[src/rtl/fir_pkg.sv]
// Shared constants and the signed saturation helper for the FIR output chain.
package fir_pkg;

   localparam int unsigned FIR_W     = 16;
   localparam int unsigned OUT_W_DEF = 8;

   // Clamp a 17-bit signed value into the signed range of a width-bit word.
   function automatic logic signed [FIR_W:0] sat_s(input logic signed [FIR_W:0] value,
                                                   input int unsigned           width);
      logic signed [FIR_W:0] hi;
      logic signed [FIR_W:0] lo;
      hi = signed'((FIR_W + 1)'((32'd1 << (width - 1)) - 32'd1));
      lo = ~hi;
      if (value > hi) begin
         return hi;
      end else if (value < lo) begin
         return lo;
      end
      return value;
   endfunction

endpackage

[src/rtl/sync_fifo.sv]
// Synchronous FIFO with a registered head word that holds its last value when empty.
module sync_fifo #(
   parameter int unsigned WIDTH = 8,
   parameter int unsigned DEPTH = 8
) (
   input  logic                     clk,
   input  logic                     rst_n,
   input  logic                     push,
   input  logic [WIDTH-1:0]         wdata,
   input  logic                     pop,
   output logic [WIDTH-1:0]         rdata,
   output logic                     full,
   output logic                     empty,
   output logic [$clog2(DEPTH):0]   count
);
   localparam int unsigned AW = $clog2(DEPTH);
   localparam int unsigned CW = AW + 1;

   logic [WIDTH-1:0] mem_q [DEPTH];
   logic [AW-1:0]    wr_q, rd_q, rd_nxt;
   logic [CW-1:0]    cnt_q;
   logic [WIDTH-1:0] head_q;
   logic             do_push, do_pop;

   assign empty   = (cnt_q == '0);
   assign full    = (cnt_q == CW'(DEPTH));
   assign do_pop  = pop && !empty;
   assign do_push = push && (!full || do_pop);
   assign rd_nxt  = rd_q + AW'(1);
   assign rdata   = head_q;
   assign count   = cnt_q;

   always_ff @(posedge clk or negedge rst_n) begin
      if (!rst_n) begin
         for (int i = 0; i < int'(DEPTH); i++) begin
            mem_q[i] <= '0;
         end
         wr_q   <= '0;
         rd_q   <= '0;
         cnt_q  <= '0;
         head_q <= '0;
      end else begin
         if (do_push) begin
            mem_q[wr_q] <= wdata;
            wr_q        <= wr_q + AW'(1);
         end
         if (do_pop) begin
            rd_q <= rd_nxt;
         end
         case ({do_push, do_pop})
            2'b10:   cnt_q <= cnt_q + CW'(1);
            2'b01:   cnt_q <= cnt_q - CW'(1);
            default: cnt_q <= cnt_q;
         endcase
         // Head comes from storage if another entry remains, else straight from the write port.
         if (do_pop && (cnt_q > CW'(1))) begin
            head_q <= mem_q[rd_nxt];
         end else if (do_push && (empty || do_pop)) begin
            head_q <= wdata;
         end
      end
   end

endmodule

[src/rtl/fir_decim.sv]
// Warm-up discard, decimation, scale/saturate and FIFO buffering of the FIR output.
// Optional rounding before the shift is enabled by defining FIR_DECIM_ROUND_EN.
module fir_decim
   import fir_pkg::*;
#(
   parameter int unsigned DECIM  = 4,
   parameter int unsigned SHIFT  = 1,
   parameter int unsigned OUT_W  = OUT_W_DEF,
   parameter int unsigned DEPTH  = 8,
   parameter int unsigned WARMUP = 14
) (
   input  logic                     clk,
   input  logic                     rst_n,
   input  logic signed [FIR_W-1:0]  y,
   input  logic                     clr,
   output logic signed [OUT_W-1:0]  out_data,
   output logic                     out_valid,
   input  logic                     out_ready,
   output logic [$clog2(DEPTH):0]   count,
   output logic                     sat,
   output logic                     ovf
);
   localparam int unsigned WCW = (WARMUP > 0) ? $clog2(WARMUP + 1) : 1;
   localparam int unsigned PCW = (DECIM > 1) ? $clog2(DECIM) : 1;

   logic [WCW-1:0]        warm_q;
   logic [PCW-1:0]        phase_q;
   logic                  active, take, keep, drop, pop, full, empty, clipped;
   logic                  sat_q, ovf_q;
   logic [OUT_W-1:0]      fifo_rdata;
   logic signed [FIR_W:0] ext, scaled, clamped;

   assign active = (warm_q == WCW'(WARMUP));
   assign take   = active && (phase_q == '0);

   always_ff @(posedge clk or negedge rst_n) begin
      if (!rst_n) begin
         warm_q  <= '0;
         phase_q <= '0;
      end else if (!active) begin
         warm_q <= warm_q + WCW'(1);
      end else begin
         phase_q <= (phase_q == PCW'(DECIM - 1)) ? '0 : phase_q + PCW'(1);
      end
   end

`ifdef FIR_DECIM_ROUND_EN
   localparam logic signed [FIR_W:0] RND = (FIR_W + 1)'((32'd1 << SHIFT) >> 1);
`endif

   always_comb begin
      ext = {y[FIR_W-1], y};
`ifdef FIR_DECIM_ROUND_EN
      ext = ext + RND;
`endif
      scaled  = ext >>> SHIFT;
      clamped = sat_s(scaled, OUT_W);
      clipped = (clamped != scaled);
   end

   assign pop       = out_valid && out_ready;
   assign drop      = take && full && !pop;
   assign keep      = take && !drop;
   assign out_valid = !empty;
   assign out_data  = signed'(fifo_rdata);
   assign sat       = sat_q;
   assign ovf       = ovf_q;

   sync_fifo #(
      .WIDTH (OUT_W),
      .DEPTH (DEPTH)
   ) u_fifo (
      .clk   (clk),
      .rst_n (rst_n),
      .push  (take),
      .wdata (clamped[OUT_W-1:0]),
      .pop   (pop),
      .rdata (fifo_rdata),
      .full  (full),
      .empty (empty),
      .count (count)
   );

   // A set event in the same cycle as clr takes priority.
   always_ff @(posedge clk or negedge rst_n) begin
      if (!rst_n) begin
         sat_q <= 1'b0;
         ovf_q <= 1'b0;
      end else begin
         if (keep && clipped) begin
            sat_q <= 1'b1;
         end else if (clr) begin
            sat_q <= 1'b0;
         end
         if (drop) begin
            ovf_q <= 1'b1;
         end else if (clr) begin
            ovf_q <= 1'b0;
         end
      end
   end

endmodule

[config.mk]
export PLATFORM = sky130hd
export DESIGN_NAME = fir_decim
export DESIGN_NICKNAME = d
export VERILOG_FILES = /design/src/rtl/fir_pkg.sv /design/src/rtl/sync_fifo.sv /design/src/rtl/fir_decim.sv
export SDC_FILE = /design/constraint.sdc
export NUM_CORES = 1
export LEC_CHECK = 0
export BUFFER_PORTS_ARGS = -buffer_cell sky130_fd_sc_hd__clkbuf_2
export CAP_MARGIN = 30
export CORE_MARGIN = 1.5
export CORE_UTILIZATION = 55
export CTS_CLUSTER_DIAMETER = 50
export CTS_CLUSTER_SIZE = 12
export DETAILED_ROUTE_END_ITERATION = 10
export PLACE_DENSITY = 0.77
export SLEW_MARGIN = 25
export SYNTH_ARGS = -nofsm -noshare
export SYNTH_HDL_FRONTEND = slang
export SYNTH_SLANG_ARGS = --single-unit
[constraint.sdc]
create_clock -name clk -period 6.8 [get_ports clk]
set_input_delay 0.34 -clock clk [delete_from_list [all_inputs] [get_ports clk]]
set_output_delay 0.34 -clock clk [all_outputs]
set_load 0.005 [all_outputs]
==> metrics <==
status=complete, no violations; Starting Density=0.567; setup ws final=4180 ps; Setup crit end kind=flip-flop; Clk Latency, worst-skew pair=approximately 370 ps; worst-path cell chain=inv_1 -> ha_1 -> nand4bb_1 -> and2b_1 -> inv_6 -> nor4b_4 -> mux2_2; asr flop ratio synth=1.00; initial antenna violation count=0; Final GP Congestion=approximately 0.74; CTS resizes=0; Cell Area, Synth=roughly 4400 µm²; headroom to the max-slew limit=0.445; WL final=8850 µm; vias in the first global route=roughly 2700; critical path launch point type=flip-flop; Synth top cells by count=dfrtp_1, mux2_2, mux4_2; Peak Freq=381 MHz; Area Growth Syn to Fin=11.4%; Crit path largest cell delay=690 ps; Avg Inst Size Synth=14.1 µm²; GRT Util Overall=0.231; Starting DRT DRC Count=135; RSZ-0062 raised after global routing=no; worst slew pin tran=828 ps; number of max-cap violations=0; row cnt=32; syn nets=340; Hold Vio Cnt, Final=0; Design Power=2.14 mW; Worst Skew=9.88 ps; crit share post-route=0.386; CP max FO=10; Gate Count Post-Synth=310; Via density=5.95; clk slew on worst S/H paths=90 ps; pre-CTS setup slack=approximately 4200 ps; Area contributors post-synth=dfrtp_1, mux2_2, mux4_2; Die Y=approximately 90 µm; NumNets Final=377; Yosys reg bits=90; placed cells=between 400 and 500; largest net degree at the start of global routing=43; r2r setup slk=about 4200 ps; root buffer cell=clkbuf_8; core box area=7690 µm²; area leader, netlist=dfrtp_1; CP Class=reg2reg; Boundary Pins=35; worst path arrival time=2870 ps; CTS max path bufs=2; Pre-Repair DR Iteration Count=7; top-count cell post-synth=dfrtp_1; min Tclk post-route=2620 ps; reg2reg path depth=7; worst reg2reg endpoint=u_fifo.mem_q[24]$_DFFE_PN0P_; Vias=2697; synth warn=0; Chip Width=92.0 µm; CTS tree=built; clock sinks=90; DR DRC count=0; Crit Reg-Reg Startpoint=u_fifo.count[0]$_DFFE_PN0P_; Worst Path Buf+Inv=2; Hold Startpoint=clr; Hold Path Class=in2reg; H-tree levels=3; P_leak=2.11 nW; CP required=7050 ps; Post-synth EDFFs=0; CTS Buf Count=9; final setup TNS=0 ps; slowest CP cell=nor4b_4; share of cells above drive strength 1=0.407; grt total ovfl=0; predominant post-synthesis flop cell=dfrtp_1; final cell count without fillers=453; Yosys top cell area share=0.517; Max Slew Vio Count=0; Hold Path Stages=2; synth unique cells=43; Die ar.=8470 µm²; setup violators final=0; Max VDD drop=~0.18 mV; PwrDens=around 440 nW/µm²; port bufs=33; post-synthesis sequential area ratio=0.517; Ant. Diodes=0; fin util=0.631; DRT antenna net count=0; DR WL/cell=a little under 20 µm; cell family with most CP delay=simple AND/OR/NAND/NOR gates; Worst Hold Path EP=ovf$_DFFE_PN0P_; first-pass GRT wire length=14400 µm; DP HPWL=5920 µm
-- cell usage in the layout, fill, tap and decap left out, drive strengths merged, types with 3 or more instances in the layout --
cell type and n:
nand3 5, xnor2 8, buf 6, nor4 7
a221o 6, a21oi 3, nand4 3, mux4 16
nor2 12, xor2 3, ha 10, mux2 65
nand4b 3, mux2i 9, inv 15, nor3 5
nand2 12, clkbuf 42, dfrtp 90, o2bb2ai 7
-- logic make-up (layout without fill, tap and decap cells) --
| kind of cell | after synthesis | count (layout) | synth area share |
|---|---|---|---|
| AO/OA/AOI/OAI | 28 | 28 | 0.0520 |
| multiplexers | 90 | 90 | 0.271 |
| flip-flops | 90 | 90 | 0.517 |
| XOR/XNOR | 11 | 11 | 0.0221 |
| AND/OR/NAND/NOR | 55 | 55 | 0.0830 |
| adder cells (fa/ha/maj) | 10 | 10 | 0.0287 |
| buffers and inverters | 26 | 67 | 0.0261 |
-- worst reg2reg max path, delay by kind of cell (launching register included) --
kind | cells | cell delay (ps)
mux | 1 | 420
flops | 1 | 480
buf+inv | 2 | 200
simple gates | 3 | 1170
fa+ha+maj | 1 | 240
-- sequential cells by signal, summed over array words and instances, names as in the netlist --
signal / flops
u_fifo.rd_q: 3
u_fifo.count: 4
u_fifo.mem_q: 64
warm_q: 4
ovf: 1
u_fifo.wr_q: 3
phase_q: 2
sat: 1
u_fifo.rdata: 8
-- worst max-delay path by stage --
stage,start,endpoint,slack (ps),depth (start not counted)
after floorplan,u_fifo.count[0]$_DFFE_PN0P_,u_fifo.count[3]$_DFFE_PN0P_,4640,9
after global placement,u_fifo.count[0]$_DFFE_PN0P_,u_fifo.mem_q[27]$_DFFE_PN0P_,4220,7
after CTS,u_fifo.count[0]$_DFFE_PN0P_,u_fifo.mem_q[24]$_DFFE_PN0P_,4150,7
after detailed placement,u_fifo.count[0]$_DFFE_PN0P_,u_fifo.mem_q[25]$_DFFE_PN0P_,4180,7
after global routing,u_fifo.count[0]$_DFFE_PN0P_,u_fifo.mem_q[24]$_DFFE_PN0P_,4020,7
final,u_fifo.count[0]$_DFFE_PN0P_,u_fifo.mem_q[24]$_DFFE_PN0P_,4180,7
-- per-stage QoR --
step,instance area [µm²],hold slack (ps)
final,4850,175
after global routing,4850,186
after CTS,4850,166
after detailed placement,4640,164
after global placement,4620,161
after floorplan,4360,44.4
-- report_power, final --
part           leakage, nW  switching [mW]  internal (mW)
logic                0.946           0.332          0.491
clock network       0.0954           0.193          0.180
registers             1.07           0.165          0.778
total                 2.11           0.690           1.45
-- cell type report --
type | count | area [µm²]
well taps | 102 | 128
inverters | 13 | 53.8
clock inverters | 5 | 62.6
clock buffers | 10 | 138
multi-input cells | 194 | 1990
repair buffers | 39 | 228
flip-flops and latches | 90 | 2250
fillers | 607 | 2830
-- layer usage --
metal | track usage | share of wire
met5 | 0 | 0
met4 | 0.105 | 0.021
met3 | 0.0423 | 0.039
met2 | 0.373 | 0.50
met1 | 0.303 | 0.44
-- timing repair --
item	CTS	global route
hold endpoints to repair	7	0
buffers inserted	0	0
hold buffers	1	0
No activity file was read; power rests on OpenSTA's default activity.
